<file path="config.mk">
export PLATFORM = sky130hd
export DESIGN_NAME = brent_kung_adder
export DESIGN_NICKNAME = d
export VERILOG_FILES = /design/src/rtl/bk_pkg.sv /design/src/rtl/bk_black_cell.sv /design/src/rtl/brent_kung_adder.sv
export SDC_FILE = /design/constraint.sdc
export NUM_CORES = 1
export LEC_CHECK = 0
export CORE_ASPECT_RATIO = 1.75
export CORE_UTILIZATION = 44
export CTS_CLUSTER_DIAMETER = 50
export DETAILED_ROUTE_END_ITERATION = 7
export GPL_ROUTABILITY_DRIVEN = 0
export PLACE_DENSITY = 0.84
export SYNTH_ARGS = -nofsm -noshare
export SYNTH_HDL_FRONTEND = slang
export SYNTH_HIERARCHICAL = 1
export SYNTH_SLANG_ARGS = --single-unit
</file>
<file path="constraint.sdc">
create_clock -name clk -period 0.8 [get_ports clk]
set_clock_uncertainty 0.1 [all_clocks]
set_input_delay 0.16 -clock clk [delete_from_list [all_inputs] [get_ports clk]]
set_output_delay 0.16 -clock clk [all_outputs]
set_load 0.03 [all_outputs]
</file>
<file path="src/rtl/bk_pkg.sv">
// bk_pkg: shared width and tree-depth constants for the Brent-Kung adder
package bk_pkg;
    localparam int WIDTH  = 64;
    localparam int LEVELS = 6;
    localparam int STAGES = 2 * LEVELS - 1;
endpackage

</file>
<file path="src/rtl/bk_black_cell.sv">
// bk_black_cell: prefix operator combining a high (G, P) group with the adjacent low group
module bk_black_cell (
    input  logic g_hi,
    input  logic p_hi,
    input  logic g_lo,
    input  logic p_lo,
    output logic g,
    output logic p
);
    assign g = g_hi | (p_hi & g_lo);
    assign p = p_hi & p_lo;
endmodule

</file>
<file path="src/rtl/brent_kung_adder.sv">
// brent_kung_adder: registered 64-bit adder with carry-in, carries from a Brent-Kung prefix tree
module brent_kung_adder
    import bk_pkg::*;
(
    input  logic clk,
    input  logic rst_n,
    input  logic A_1,  A_2,  A_3,  A_4,  A_5,  A_6,  A_7,  A_8,
    input  logic A_9,  A_10, A_11, A_12, A_13, A_14, A_15, A_16,
    input  logic A_17, A_18, A_19, A_20, A_21, A_22, A_23, A_24,
    input  logic A_25, A_26, A_27, A_28, A_29, A_30, A_31, A_32,
    input  logic A_33, A_34, A_35, A_36, A_37, A_38, A_39, A_40,
    input  logic A_41, A_42, A_43, A_44, A_45, A_46, A_47, A_48,
    input  logic A_49, A_50, A_51, A_52, A_53, A_54, A_55, A_56,
    input  logic A_57, A_58, A_59, A_60, A_61, A_62, A_63, A_64,
    input  logic B_1,  B_2,  B_3,  B_4,  B_5,  B_6,  B_7,  B_8,
    input  logic B_9,  B_10, B_11, B_12, B_13, B_14, B_15, B_16,
    input  logic B_17, B_18, B_19, B_20, B_21, B_22, B_23, B_24,
    input  logic B_25, B_26, B_27, B_28, B_29, B_30, B_31, B_32,
    input  logic B_33, B_34, B_35, B_36, B_37, B_38, B_39, B_40,
    input  logic B_41, B_42, B_43, B_44, B_45, B_46, B_47, B_48,
    input  logic B_49, B_50, B_51, B_52, B_53, B_54, B_55, B_56,
    input  logic B_57, B_58, B_59, B_60, B_61, B_62, B_63, B_64,
    input  logic C_0,
    output logic S_1,  S_2,  S_3,  S_4,  S_5,  S_6,  S_7,  S_8,
    output logic S_9,  S_10, S_11, S_12, S_13, S_14, S_15, S_16,
    output logic S_17, S_18, S_19, S_20, S_21, S_22, S_23, S_24,
    output logic S_25, S_26, S_27, S_28, S_29, S_30, S_31, S_32,
    output logic S_33, S_34, S_35, S_36, S_37, S_38, S_39, S_40,
    output logic S_41, S_42, S_43, S_44, S_45, S_46, S_47, S_48,
    output logic S_49, S_50, S_51, S_52, S_53, S_54, S_55, S_56,
    output logic S_57, S_58, S_59, S_60, S_61, S_62, S_63, S_64,
    output logic C_out
);
    logic [WIDTH-1:0] a_v, b_v, s_d, s_q;
    logic             c_out_d, c_out_q;
    logic [WIDTH:0]   g [0:STAGES];
    logic [WIDTH:0]   p [0:STAGES];
    logic             unused_p;

    assign a_v = {A_64, A_63, A_62, A_61, A_60, A_59, A_58, A_57,
                  A_56, A_55, A_54, A_53, A_52, A_51, A_50, A_49,
                  A_48, A_47, A_46, A_45, A_44, A_43, A_42, A_41,
                  A_40, A_39, A_38, A_37, A_36, A_35, A_34, A_33,
                  A_32, A_31, A_30, A_29, A_28, A_27, A_26, A_25,
                  A_24, A_23, A_22, A_21, A_20, A_19, A_18, A_17,
                  A_16, A_15, A_14, A_13, A_12, A_11, A_10, A_9,
                  A_8,  A_7,  A_6,  A_5,  A_4,  A_3,  A_2,  A_1};
    assign b_v = {B_64, B_63, B_62, B_61, B_60, B_59, B_58, B_57,
                  B_56, B_55, B_54, B_53, B_52, B_51, B_50, B_49,
                  B_48, B_47, B_46, B_45, B_44, B_43, B_42, B_41,
                  B_40, B_39, B_38, B_37, B_36, B_35, B_34, B_33,
                  B_32, B_31, B_30, B_29, B_28, B_27, B_26, B_25,
                  B_24, B_23, B_22, B_21, B_20, B_19, B_18, B_17,
                  B_16, B_15, B_14, B_13, B_12, B_11, B_10, B_9,
                  B_8,  B_7,  B_6,  B_5,  B_4,  B_3,  B_2,  B_1};
    assign {S_64, S_63, S_62, S_61, S_60, S_59, S_58, S_57,
            S_56, S_55, S_54, S_53, S_52, S_51, S_50, S_49,
            S_48, S_47, S_46, S_45, S_44, S_43, S_42, S_41,
            S_40, S_39, S_38, S_37, S_36, S_35, S_34, S_33,
            S_32, S_31, S_30, S_29, S_28, S_27, S_26, S_25,
            S_24, S_23, S_22, S_21, S_20, S_19, S_18, S_17,
            S_16, S_15, S_14, S_13, S_12, S_11, S_10, S_9,
            S_8,  S_7,  S_6,  S_5,  S_4,  S_3,  S_2,  S_1} = s_q;
    assign C_out = c_out_q;

    // Position 0 carries the carry-in as a pure generate.
    assign g[0] = {a_v & b_v, C_0};
    assign p[0] = {a_v ^ b_v, 1'b0};

    // Stages 1..LEVELS reduce with span 2^s; the remaining stages fill in the gaps at halving distances.
    for (genvar s = 1; s <= STAGES; s++) begin : g_stage
        localparam int  D  = (s <= LEVELS) ? (1 << (s - 1)) : (1 << (STAGES - s));
        localparam bit  UP = (s <= LEVELS);
        for (genvar i = 0; i <= WIDTH; i++) begin : g_node
            if (UP ? ((i + 1) % (2 * D) == 0) : (i >= 2 * D && (i + 1) % (2 * D) == D)) begin : g_cell
                bk_black_cell u_cell (
                    .g_hi(g[s-1][i]),
                    .p_hi(p[s-1][i]),
                    .g_lo(g[s-1][i-D]),
                    .p_lo(p[s-1][i-D]),
                    .g   (g[s][i]),
                    .p   (p[s][i])
                );
            end else begin : g_pass
                assign g[s][i] = g[s-1][i];
                assign p[s][i] = p[s-1][i];
            end
        end
    end

    // Every final group spans down to position 0, so its propagate is never consumed.
    assign unused_p = ^p[STAGES];

    // Sum bit k uses the carry into k, which is the group generate of everything below it.
    always_comb begin
        s_d     = p[0][WIDTH:1] ^ g[STAGES][WIDTH-1:0];
        c_out_d = g[STAGES][WIDTH];
    end

    // Output register, cleared asynchronously.
    always_ff @(posedge clk or negedge rst_n) begin
        if (!rst_n) begin
            s_q     <= '0;
            c_out_q <= 1'b0;
        end else begin
            s_q     <= s_d;
            c_out_q <= c_out_d;
        end
    end
endmodule

</file>
**Word level (Yosys, flattened, before mapping)**

Index checks and enable logic that the tools add are counted.

- $add $sub $neg: 0
- Multipliers: 0
- Divide/modulo/power cells: 0
- $lt $le $gt $ge: 0
- Equal/unequal tests: 0
- Shifts and indexed selects: 0
- Mux-type cells: 0
- Bitwise logic cells: 302
- Reduce and logical (&&, ||, !) cells: 0

Operator list:

| kind | count |
|---|---|
| $and 1x1->1 | 178 |
| $xor 64x64->64 | 2 |
| $or 1x1->1 | 121 |
| $and 64x64->64 | 1 |

- Bits in registers: 65
- Latch bits: 0
- Bits in writable memories: 0
- Memory bits (read-only): 0
- Input port bits: 131
- Output and inout port bits: 65
- Logic and storage cells: 304
- Memories kept: 0

**Logic depth before layout (Yosys ltp)**

Gate-level depths: netlist (run 1).

- Depth in word-level cells: 22
- Mapped depth: 12
- Depth with buffers taken out: 12

**Hierarchy**

The synthesis (run 1) kept the hierarchy.

By module, submodules not included:

| module | instances | cells each | area an instance (µm²) | sequential area each (µm²) |
|---|---|---|---|---|
| brent_kung_adder | 1 | 194 | 2,991.6 | 1,626.6 |
| bk_black_cell | 121 | 2 | 15.0 | 0.0 |

**Worst setup path after synthesis (run 1)**

Ideal clock, no wire load.

- Kind: input-to-reg
- Start point: input A_2
- End point: register s_q[62]
- Setup time: 0.122 ns
- Arrival: 2.595 ns
- Setup slack: -2.018 ns
- Stages: 12
- Cells stage by stage: ha_1 -> and2_2 -> a21o_1 -> a21o_1 -> a21o_1 -> a21o_1 -> a21o_1 -> a21o_1 -> a21o_1 -> a21o_1 -> a21o_1 -> xor2_1

RTL lines:

| element | line | source |
|---|---|---|
| start: declaration | brent_kung_adder.sv:7 | `input logic A_1, A_2, A_3, A_4, A_5, A_6, A_7, A_8,` |
| end signal: assignment | brent_kung_adder.sv:103 | `s_q <= '0;` |
| end signal: assignment | brent_kung_adder.sv:106 | `s_q <= s_d;` |
| end: declaration | brent_kung_adder.sv:34 | `logic [WIDTH-1:0] a_v, b_v, s_d, s_q;` |

==> key figures, run 1 <==
Timing
  • Fmax: 414 MHz
  • Final Hold Fails: 0
  • Hold WS: 0.142 ns
  • Least-Margin Pin Slew: 0.222 ns
  • Setup TNS: -96.34 ns
  • RSZ-0062 raised after global routing: yes
  • Final WS setup: -1.62 ns
  • Slew headroom: 85.2%
  • Post-layout min period: 2.42 ns
  • Finish-stage setup viols: 129
  • Final slew viol count: 0
  • Fin crit share: 302%

Critical path
  • Worst path slowest cell: ha_4
  • Worst path bufs/invs: 1
  • Worst endpoint required time: 0.91 ns
  • Cell family with most CP delay: compound AO/OA/AOI/OAI gates
  • Max stage delay on crit path: 0.23 ns
  • CP Launch Type: input pin
  • Crit path kind: in -> reg
  • CP Cell Sequence: buf_2 -> ha_4 -> a21o_1 -> a21o_1 -> a21o_1 -> a21o_1 -> a21o_1 -> a21o_1 -> a21o_1 -> a21o_1 -> a21o_1 -> a21o_1 -> xor2_1
  • Setup crit start: A_9
  • Worst setup EP type: register
  • Critical-path maximum fanout: 3
  • WP data arrival: 2.52 ns
  • Most frequent CP cell: a21o_1

Final layout
  • Final net count: 929
  • Final Util: 89.8%
  • Finished Cell Area: 8560 um^2
  • Number of diodes: 0
  • Area added between synthesis and finish: 97.9%
  • Layout cells sized above 1: 53.7%
  • Final instance count without filler cells: 861
  • Fill cells: 416

Clock tree
  • Worst-path clk slew: 0.06 ns
  • Num CTS Buffers: 9
  • Clock Tree Buf Depth: 2
  • CTS tree: done
  • H-tree level count: 3
  • Sink Count: 65
  • Root Driver: clkbuf_16

Global route
  • First-pass GRT wire length: 25,700 um
  • Met3 global-route usage: 6.23%
  • Grt total ovfl: 0
  • Initial antenna violation count: 0
  • Met2 usage: 66.9%
  • Gr usage total: 33.0%
  • Number of global-route vias before repair: 5,144
  • Top Usage Layer GRT: met2
  • Pin count of the biggest net entering global routing: 39
  • GR Layer Usage met1: 30.5%

Routing
  • Vias per cell: 5.23
  • Drt wl/cell: 19.9 um
  • Post-DRT Antenna Nets: 0
  • Vias post-DR: 4,502
  • Final wirelength: 17,200 um
  • Drt first pass iters: 4
  • DRT iter0 DRCs: 173
  • DRC viols: 0

Floorplanning
  • Die area: 10,200 um^2
  • Initial Utilization: 45.4%
  • Die W: 76.9 um
  • Std-Cell Rows: 47
  • Core Region: 9530 um^2
  • Die Y: 133 um
  • IO Count: 196

Logic synthesis
  • Mapped Area: 4320 um^2
  • Yosys warns: 6
  • Synth Instances: 371
  • Mean post-synth cell area: 11.7 um^2
  • Syn_nets: 566

Power and ir drop
  • Power Density: 1920 nW/um^2
  • Peak VDD IR: 1.46 mV
  • Leakage: 4.73 nW
  • Pwr Total: 16.4 mW

Status
  • Failing checks: setup timing
  • Outcome: finished, violations left

Min path
  • Tightest Hold Check Type: in -> reg
  • HP Start: B_2
  • WHS Endpoint: s_q[1]
  • Hold Path Stages: 4

Placement
  • Placed Instances: 791
  • Post-place setup slack: -2.35 ns
  • Final HPWL DP: 10,800 um
  • Port buffer count: 195
  • Placed cell areas: 7360 um^2

Flow run
  • Max_cap viols: 0
## repair_timing
action                                 CTS  global route
endpoints found under the hold margin   65             0
setup endpoints to repair              130           129
pin swaps                              131            18
resized for setup                      430            15
hold buffers                             1             0
buffers inserted                        49             4
## final cells by class
type | count | area (um^2) | area share, %
Clock buffer | 13 | 260 | 3.04
Clock inverter | 3 | 15.0 | 0.175
Tap cell | 122 | 153 | 1.78
Sequential cell | 65 | 1630 | 19.0
Multi-Input combinational cell | 306 | 3350 | 39.2
Timing Repair Buffer | 352 | 3150 | 36.8
## worst max-delay path by stage
stage          slack, ns      end  cells after the start
4_1_cts            -1.54  s_q[62]                     13
2_1_floorplan      -1.90  s_q[62]                     12
3_5_place_dp       -2.35  s_q[62]                     13
6_report           -1.62  s_q[62]                     13
5_1_grt            -1.69  s_q[62]                     13
3_3_place_gp       -2.24  s_q[46]                     13
## where the power goes
part           switching (mW)  leakage [nW]  internal, mW  total (mW)
registers               0.448         0.758          4.02        4.47
logic                    3.85          3.83          4.36        8.20
clock network            1.47         0.139          2.25        3.73
total                    5.77          4.73          10.6        16.4
## registers in the layout, summed over array words and instances (netlist names)
register and count:
C_out 1, s_q 64
## layer usage
metal  routed length, um  part of all wire (%)  up-vias
met3                 953                   5.6       63
met4                 682                   4.0        0
li1                    -                     -     2038
met1                5610                    33     2159
met5                   0                     0        -
met2                9900                    58      242
## cells in the final DEF (no fill, tap or decap)
| cell | n |
|---|---|
| buf_4 | 131 |
| a21o_1 | 121 |
| buf_6 | 85 |
| dfrtp_1 | 65 |
| xor2_1 | 58 |
| dlygate4sd2_1 | 49 |
| and2_4 | 46 |
| ha_4 | 44 |
| buf_2 | 41 |
| ha_1 | 19 |
| clkdlybuf4s50_1 | 18 |
| and2_2 | 11 |
| buf_12 | 11 |
| clkbuf_16 | 9 |
| clkdlybuf4s15_1 | 9 |
| xor2_2 | 6 |
| clkdlybuf4s15_2 | 5 |
| clkinv_2 | 3 |
| clkbuf_8 | 2 |
| clkbuf_1 | 2 |
| ha_2 | 1 |
| dlygate4sd3_1 | 1 |
| buf_8 | 1 |
| clkbuf_2 | 1 |
No activity file was read; power rests on OpenSTA's default activity.
==> run 2, diff against run 1 <==
- ABC_AREA: not set -> 0
- CORE_UTILIZATION: 44 -> 43
- SYNTH_HIERARCHICAL: 1 -> not set
==> run 2 against run 1 <==
- non-clock buffer count decreased by 22
- the flow still finishes with violations (setup timing)
- combinational power grew 2%
- critical endpoint is now s_q[53]
- synthesized cell count rose by 5.9%
==> key figures, run 2 <==
Logic synthesis
  • Mean post-synth cell area: 11.4 um^2
  • Mapped Area: 4480 um^2
  • Distinct cell type count after synthesis: 45
  • FF+latch count, synth: 65
  • Post-synth ARST share: 100%
  • Top cell type by total area after synthesis: dfrtp_1
  • Post-synthesis sequential area ratio: 36.3%
  • Share of the synthesized area in the top cell type: 36.3%
  • Top FF cell, synth: dfrtp_1
  • Most frequent cell after synthesis: inv_1
  • Commonest cells post-synth: 66 x inv_1, 65 x dfrtp_1, 62 x ha_1, 33 x fa_1, 28 x a21oi_1
  • Yosys warns: 0
  • Post-synth EDFFs: 0
  • Synth top area cells: dfrtp_1 36%, ha_1 17%, fa_1 15%
  • Synth Instances: 393
  • Syn_nets: 619

Floorplanning
  • Die Y: 137 um
  • IO Count: 196
  • Die W: 79.1 um
  • Std-Cell Rows: 49
  • Die area: 10,800 um^2
  • Initial Utilization: 44.0%
  • Core Region: 10,200 um^2

Critical path
  • Crit path kind: in -> reg
  • Worst path slowest cell: fa_1
  • Max stage delay on crit path: 0.44 ns
  • Most frequent CP cell: o2111ai_4
  • CP Launch Type: input pin
  • WP data arrival: 2.71 ns
  • Critical-path maximum fanout: 3
  • Worst path bufs/invs: 2
  • Worst endpoint required time: 0.91 ns
  • Worst setup EP type: register
  • CP Cell Sequence: buf_8 -> inv_8 -> fa_2 -> nor2b_4 -> o2111ai_4 -> a211oi_4 -> o211a_4 -> o2111ai_4 -> and2_4 -> o21ba_4 -> o21ai_2 -> fa_1
  • Cell family with most CP delay: compound AO/OA/AOI/OAI gates

Global route
  • First-pass GRT wire length: 27,100 um
  • Number of global-route vias before repair: 5,502
  • Initial antenna violation count: 1
  • Gr usage total: 34.2%
  • Pin count of the biggest net entering global routing: 44
  • Grt total ovfl: 0

Timing
  • Fmax: 384 MHz
  • Finish-stage setup viols: 129
  • Final Hold Fails: 0
  • Final slew viol count: 0
  • Slew headroom: 75.9%
  • Final WS setup: -1.80 ns
  • Fin crit share: 325%
  • RSZ-0062 raised after global routing: yes
  • Least-Margin Pin Slew: 0.361 ns
  • Post-layout min period: 2.60 ns

Status
  • Failing checks: setup timing
  • Outcome: finished, violations left

Final layout
  • Biggest register: s_q
  • Area of the multi-input gates: 3690 um^2
  • Largest register FFs: 64
  • Area added between synthesis and finish: 101%
  • Layout cells sized above 1: 58.5%
  • Final instance count without filler cells: 866
  • Final net count: 960
  • Fill cells: 425
  • Commonest non-fill, non-tap cells in the layout: 120 x buf_4, 75 x buf_6, 64 x dfrtp_1
  • Register Area: 1630 um^2
  • Commonest non-fill, non-tap cell in the layout: buf_4

Routing
  • Vias post-DR: 4,707
  • DRT iter0 DRCs: 229
  • Drt wl/cell: 23.2 um
  • DRC viols: 0
  • Post-DRT Antenna Nets: 0
  • Vias per cell: 5.44
  • Drt first pass iters: 4
  • Final wirelength: 20,100 um

Power and ir drop
  • Peak VDD IR: 1.53 mV
  • Leakage: 4.27 nW
  • Pwr Total: 16.8 mW
  • Power Density: 1860 nW/um^2

Placement
  • Final HPWL DP: 11,000 um
  • Placed Instances: 804
  • Port buffer count: 195
  • Post-place setup slack: -2.58 ns

Min path
  • Tightest Hold Check Type: in -> reg

Clock tree
  • Num CTS Buffers: 9
  • Clock Tree Buf Depth: 2
  • Worst-path clk slew: 0.06 ns
  • Sink Count: 65
  • Root Driver: clkbuf_16
  • H-tree level count: 3
  • CTS tree: done

Flow run
  • Max_cap viols: 0
## run 2: worst paths after layout
path,endpoint,startpoint,cells past startpoint
max in group asynchronous,s_q[22],rst_n,3
max,s_q[53],A_1,12
min,s_q[19],A_20,2
min in group asynchronous,s_q[55],rst_n,3
## run 2: what timing repair did
| item | 4_1_cts | 5_1_grt |
|---|---|---|
| pin swaps | 102 | 46 |
| endpoints found under the setup margin | 130 | 151 |
| resized for setup | 395 | 96 |
| hold buffers | 1 | 0 |
| buffers inserted | 32 | 18 |
| hold endpoints to repair | 65 | 0 |
## run 2: per-layer routing
metal | vias up | routed length (um) | global-route usage (%)
met2 | 265 | 11000 | 66.1
met5 | - | 0 | 0
met3 | 125 | 1180 | 7.27
met1 | 2309 | 6240 | 29.8
met4 | 0 | 1680 | 24.7
li1 | 2008 | - | -
## run 2: metrics by stage
stage	cell area [um^2]	hold WS (ns)	setup TNS (ns)	util, %
detailed placement	7420	0.0702	-140.34	72.9
CTS	8690	0.0727	-110.78	85.4
finish	8980	0.109	-119.78	88.3
global placement	7420	0.0616	-137.39	72.9
global route	8980	0.128	-124.89	88.3
floorplan	4740	-0.236	-87.28	-
## run 2: cell type report
cell class              instances  share of cell area, %
flip-flops and latches         65                   18.1
clock inverters                 4                  0.501
clock buffers                  11                   2.59
multi-input cells             262                   41.1
diodes                          1                 0.0279
well taps                     127                   1.77
repair buffers                330                   33.0
inverters                      66                   2.87
## run 2: where the power goes
group          total [mW]  internal [mW]  switching, mW
Sequential           4.45           4.00          0.444
Combinational        8.33           4.10           4.22
Clock                3.98           2.39           1.60
Total                16.8           10.5           6.26
## run 2: logic make-up after synthesis
group / count (synthesis) / share of synthesized area [%]
xor gates and xnor gates: 31 / 6.06
DFF: 65 / 36.3
and+or+nand+nor: 46 / 5.67
AOI/OAI and AO/OA: 90 / 14.3
buffers and inverters: 66 / 5.53
adders and majority gates: 95 / 32.1
==> run 3, diff against run 2 <==
- PLACE_DENSITY: 0.84 -> 0.82
- SLEW_MARGIN: not set -> 20
==> run 3 against run 2 <==
- the run still ends with setup timing left
- sequential power is 1% lower
- maximum frequency is 2.5% lower
- setup slack worse by 0.066 ns
- flip-flop and latch count stayed put
- critical endpoint is now s_q[37]
==> key figures, run 3 (synthesis results as in run 2) <==
Timing
  • Fmax: 375 MHz
  • Least-Margin Pin Slew: 0.421 ns
  • RSZ-0062 raised after global routing: yes
  • Final WS setup: -1.87 ns
  • Post-layout min period: 2.67 ns
  • Finish-stage setup viols: 148
  • Fin crit share: 334%
  • Final Hold Fails: 0
  • Slew headroom: 71.9%
  • Final slew viol count: 0

Floorplanning
  • Std-Cell Rows: 49
  • Die W: 79.1 um
  • Initial Utilization: 44.0%
  • Core Region: 10,200 um^2
  • Die Y: 137 um
  • Die area: 10,800 um^2
  • IO Count: 196

Routing
  • DRC viols: 0
  • Final wirelength: 20,500 um
  • Drt first pass iters: 8
  • Vias per cell: 5.46
  • Vias post-DR: 4,812
  • DRT iter0 DRCs: 272
  • Drt wl/cell: 23.3 um
  • Post-DRT Antenna Nets: 0

Global route
  • Number of global-route vias before repair: 5,241
  • Gr usage total: 32.2%
  • Initial antenna violation count: 3
  • Grt total ovfl: 0
  • First-pass GRT wire length: 25,800 um
  • Pin count of the biggest net entering global routing: 39

Critical path
  • WP data arrival: 2.78 ns
  • Crit path kind: in -> reg
  • CP Launch Type: input pin
  • Worst setup EP type: register
  • Worst endpoint required time: 0.91 ns
  • Critical-path maximum fanout: 3

Clock tree
  • Root Driver: clkbuf_16
  • H-tree level count: 3
  • Clock Tree Buf Depth: 2
  • CTS tree: done
  • Sink Count: 65
  • Num CTS Buffers: 9
  • Worst-path clk slew: 0.06 ns

Final layout
  • Final net count: 972
  • Area of the multi-input gates: 3680 um^2
  • Finished Cell Area: 9110 um^2
  • Area added between synthesis and finish: 103%
  • Layout cells sized above 1: 62.6%
  • Commonest non-fill, non-tap cell in the layout: buf_4
  • Biggest register: s_q
  • Register Area: 1630 um^2
  • Fill cells: 398
  • Final Util: 89.5%
  • Final instance count without filler cells: 881
  • Largest register FFs: 64
  • Commonest non-fill, non-tap cells in the layout: 129 x buf_4, 82 x buf_6, 65 x dfrtp_1

Power and ir drop
  • Power Density: 1930 nW/um^2
  • Switching power: 6.17 mW
  • Clock network power share: 27.1%
  • Seq pwr share: 25.1%
  • Pwr Total: 17.5 mW
  • Leakage: 4.31 nW
  • Combinational power share: 47.8%
  • Sw frac: 35.2%
  • Int Power: 11.4 mW
  • Peak VDD IR: 1.55 mV

Placement
  • Final HPWL DP: 10,700 um
  • Post-place setup slack: -2.58 ns
  • Port buffer count: 195
  • Placed Instances: 809
  • Placed cell areas: 7460 um^2

Flow run
  • Max_cap viols: 0

Min path
  • Tightest Hold Check Type: in -> reg
  • WHS Endpoint: s_q[19]
  • Hold Path Stages: 2
  • HP Start: B_20

Status
  • Failing checks: setup timing
  • Outcome: finished, violations left
[run 3: cell count changes in the layout (fill, tap and decap cells not counted), moves of 3 or more]
| cell | delta |
|---|---|
| buf_2 | +15 |
| clkdlybuf4s15_1 | -11 |
| buf_4 | +9 |
| buf_6 | +7 |
| dlygate4sd2_1 | -5 |
| dlymetal6s2s_1 | -4 |
| clkbuf_2 | -3 |
| clkdlybuf4s15_2 | +3 |
| clkinv_2 | -3 |
| ha_4 | +3 |
| inv_1 | -3 |
| inv_2 | +3 |
[run 3: worst max path at each step]
| stage | from | slack [ns] | cells past startpoint | to |
|---|---|---|---|---|
| 2_1_floorplan | A_1 | -1.73 | 11 | s_q[53] |
| 6_report | B_31 | -1.87 | 10 | s_q[37] |
| 3_5_place_dp | A_1 | -2.58 | 13 | s_q[63] |
| 3_3_place_gp | A_1 | -2.52 | 12 | s_q[55] |
| 5_1_grt | A_1 | -1.91 | 13 | s_q[37] |
| 4_1_cts | B_1 | -1.71 | 12 | s_q[53] |
[run 3: final cells by class]
cell class                 count  share of cell area, %
clock inverter                 4                   1.08
timing repair buffer         342                   33.2
multi-input combinational    262                   40.4
clock buffer                  12                   2.82
antenna                        3                 0.0824
sequential                    65                   17.9
inverter                      66                   2.83
tap                          127                   1.74
[run 3: power by group through the flow]
stage | combinational (mW) | sequential (mW) | clock (mW)
finish | 8.40 | 4.40 | 4.75
global route | 8.78 | 4.44 | 4.94
CTS | 7.51 | 4.36 | 4.75
detailed placement | 6.41 | 4.29 | 0
global placement | 6.16 | 4.28 | 0
floorplan | 1.73 | 5.72 | 0
[run 3: timing repair]
item	in CTS	in global routing
gates resized for setup	470	76
setup buffers	39	16
hold buffers	1	0
gates cloned	0	1
pin swaps	103	60
endpoints found under the hold margin	65	0
setup endpoints to repair	130	141
[run 3: stage by stage]
| stage | hold slack (ns) | setup TNS, ns |
|---|---|---|
| after global routing | 0.0769 | -127.42 |
| after CTS | 0.0294 | -109.52 |
| after floorplan | -0.236 | -87.28 |
| final | 0.0685 | -119.97 |
| after global placement | -0.114 | -137.58 |
| after detailed placement | -0.113 | -140.09 |
[run 3: worst max-delay path, stage by stage]
cell and delay (ns):
dlygate4sd2_1 0.24, ha_1 0.31, nand4_1 0.25, o311ai_4 0.52, buf_4 0.20, nor2_4 0.05
o31ai_4 0.29, a21o_1 0.17, a21o_1 0.15, fa_2 0.43
[run 3: per-layer routing]
layer | GRT usage (%) | vias to the layer above | part of all wire [%]
met4 | 20.1 | 0 | 7.5
met3 | 5.93 | 122 | 6.2
met5 | 0 | - | 0
li1 | - | 2030 | -
met1 | 29.4 | 2343 | 29
met2 | 63.0 | 317 | 57
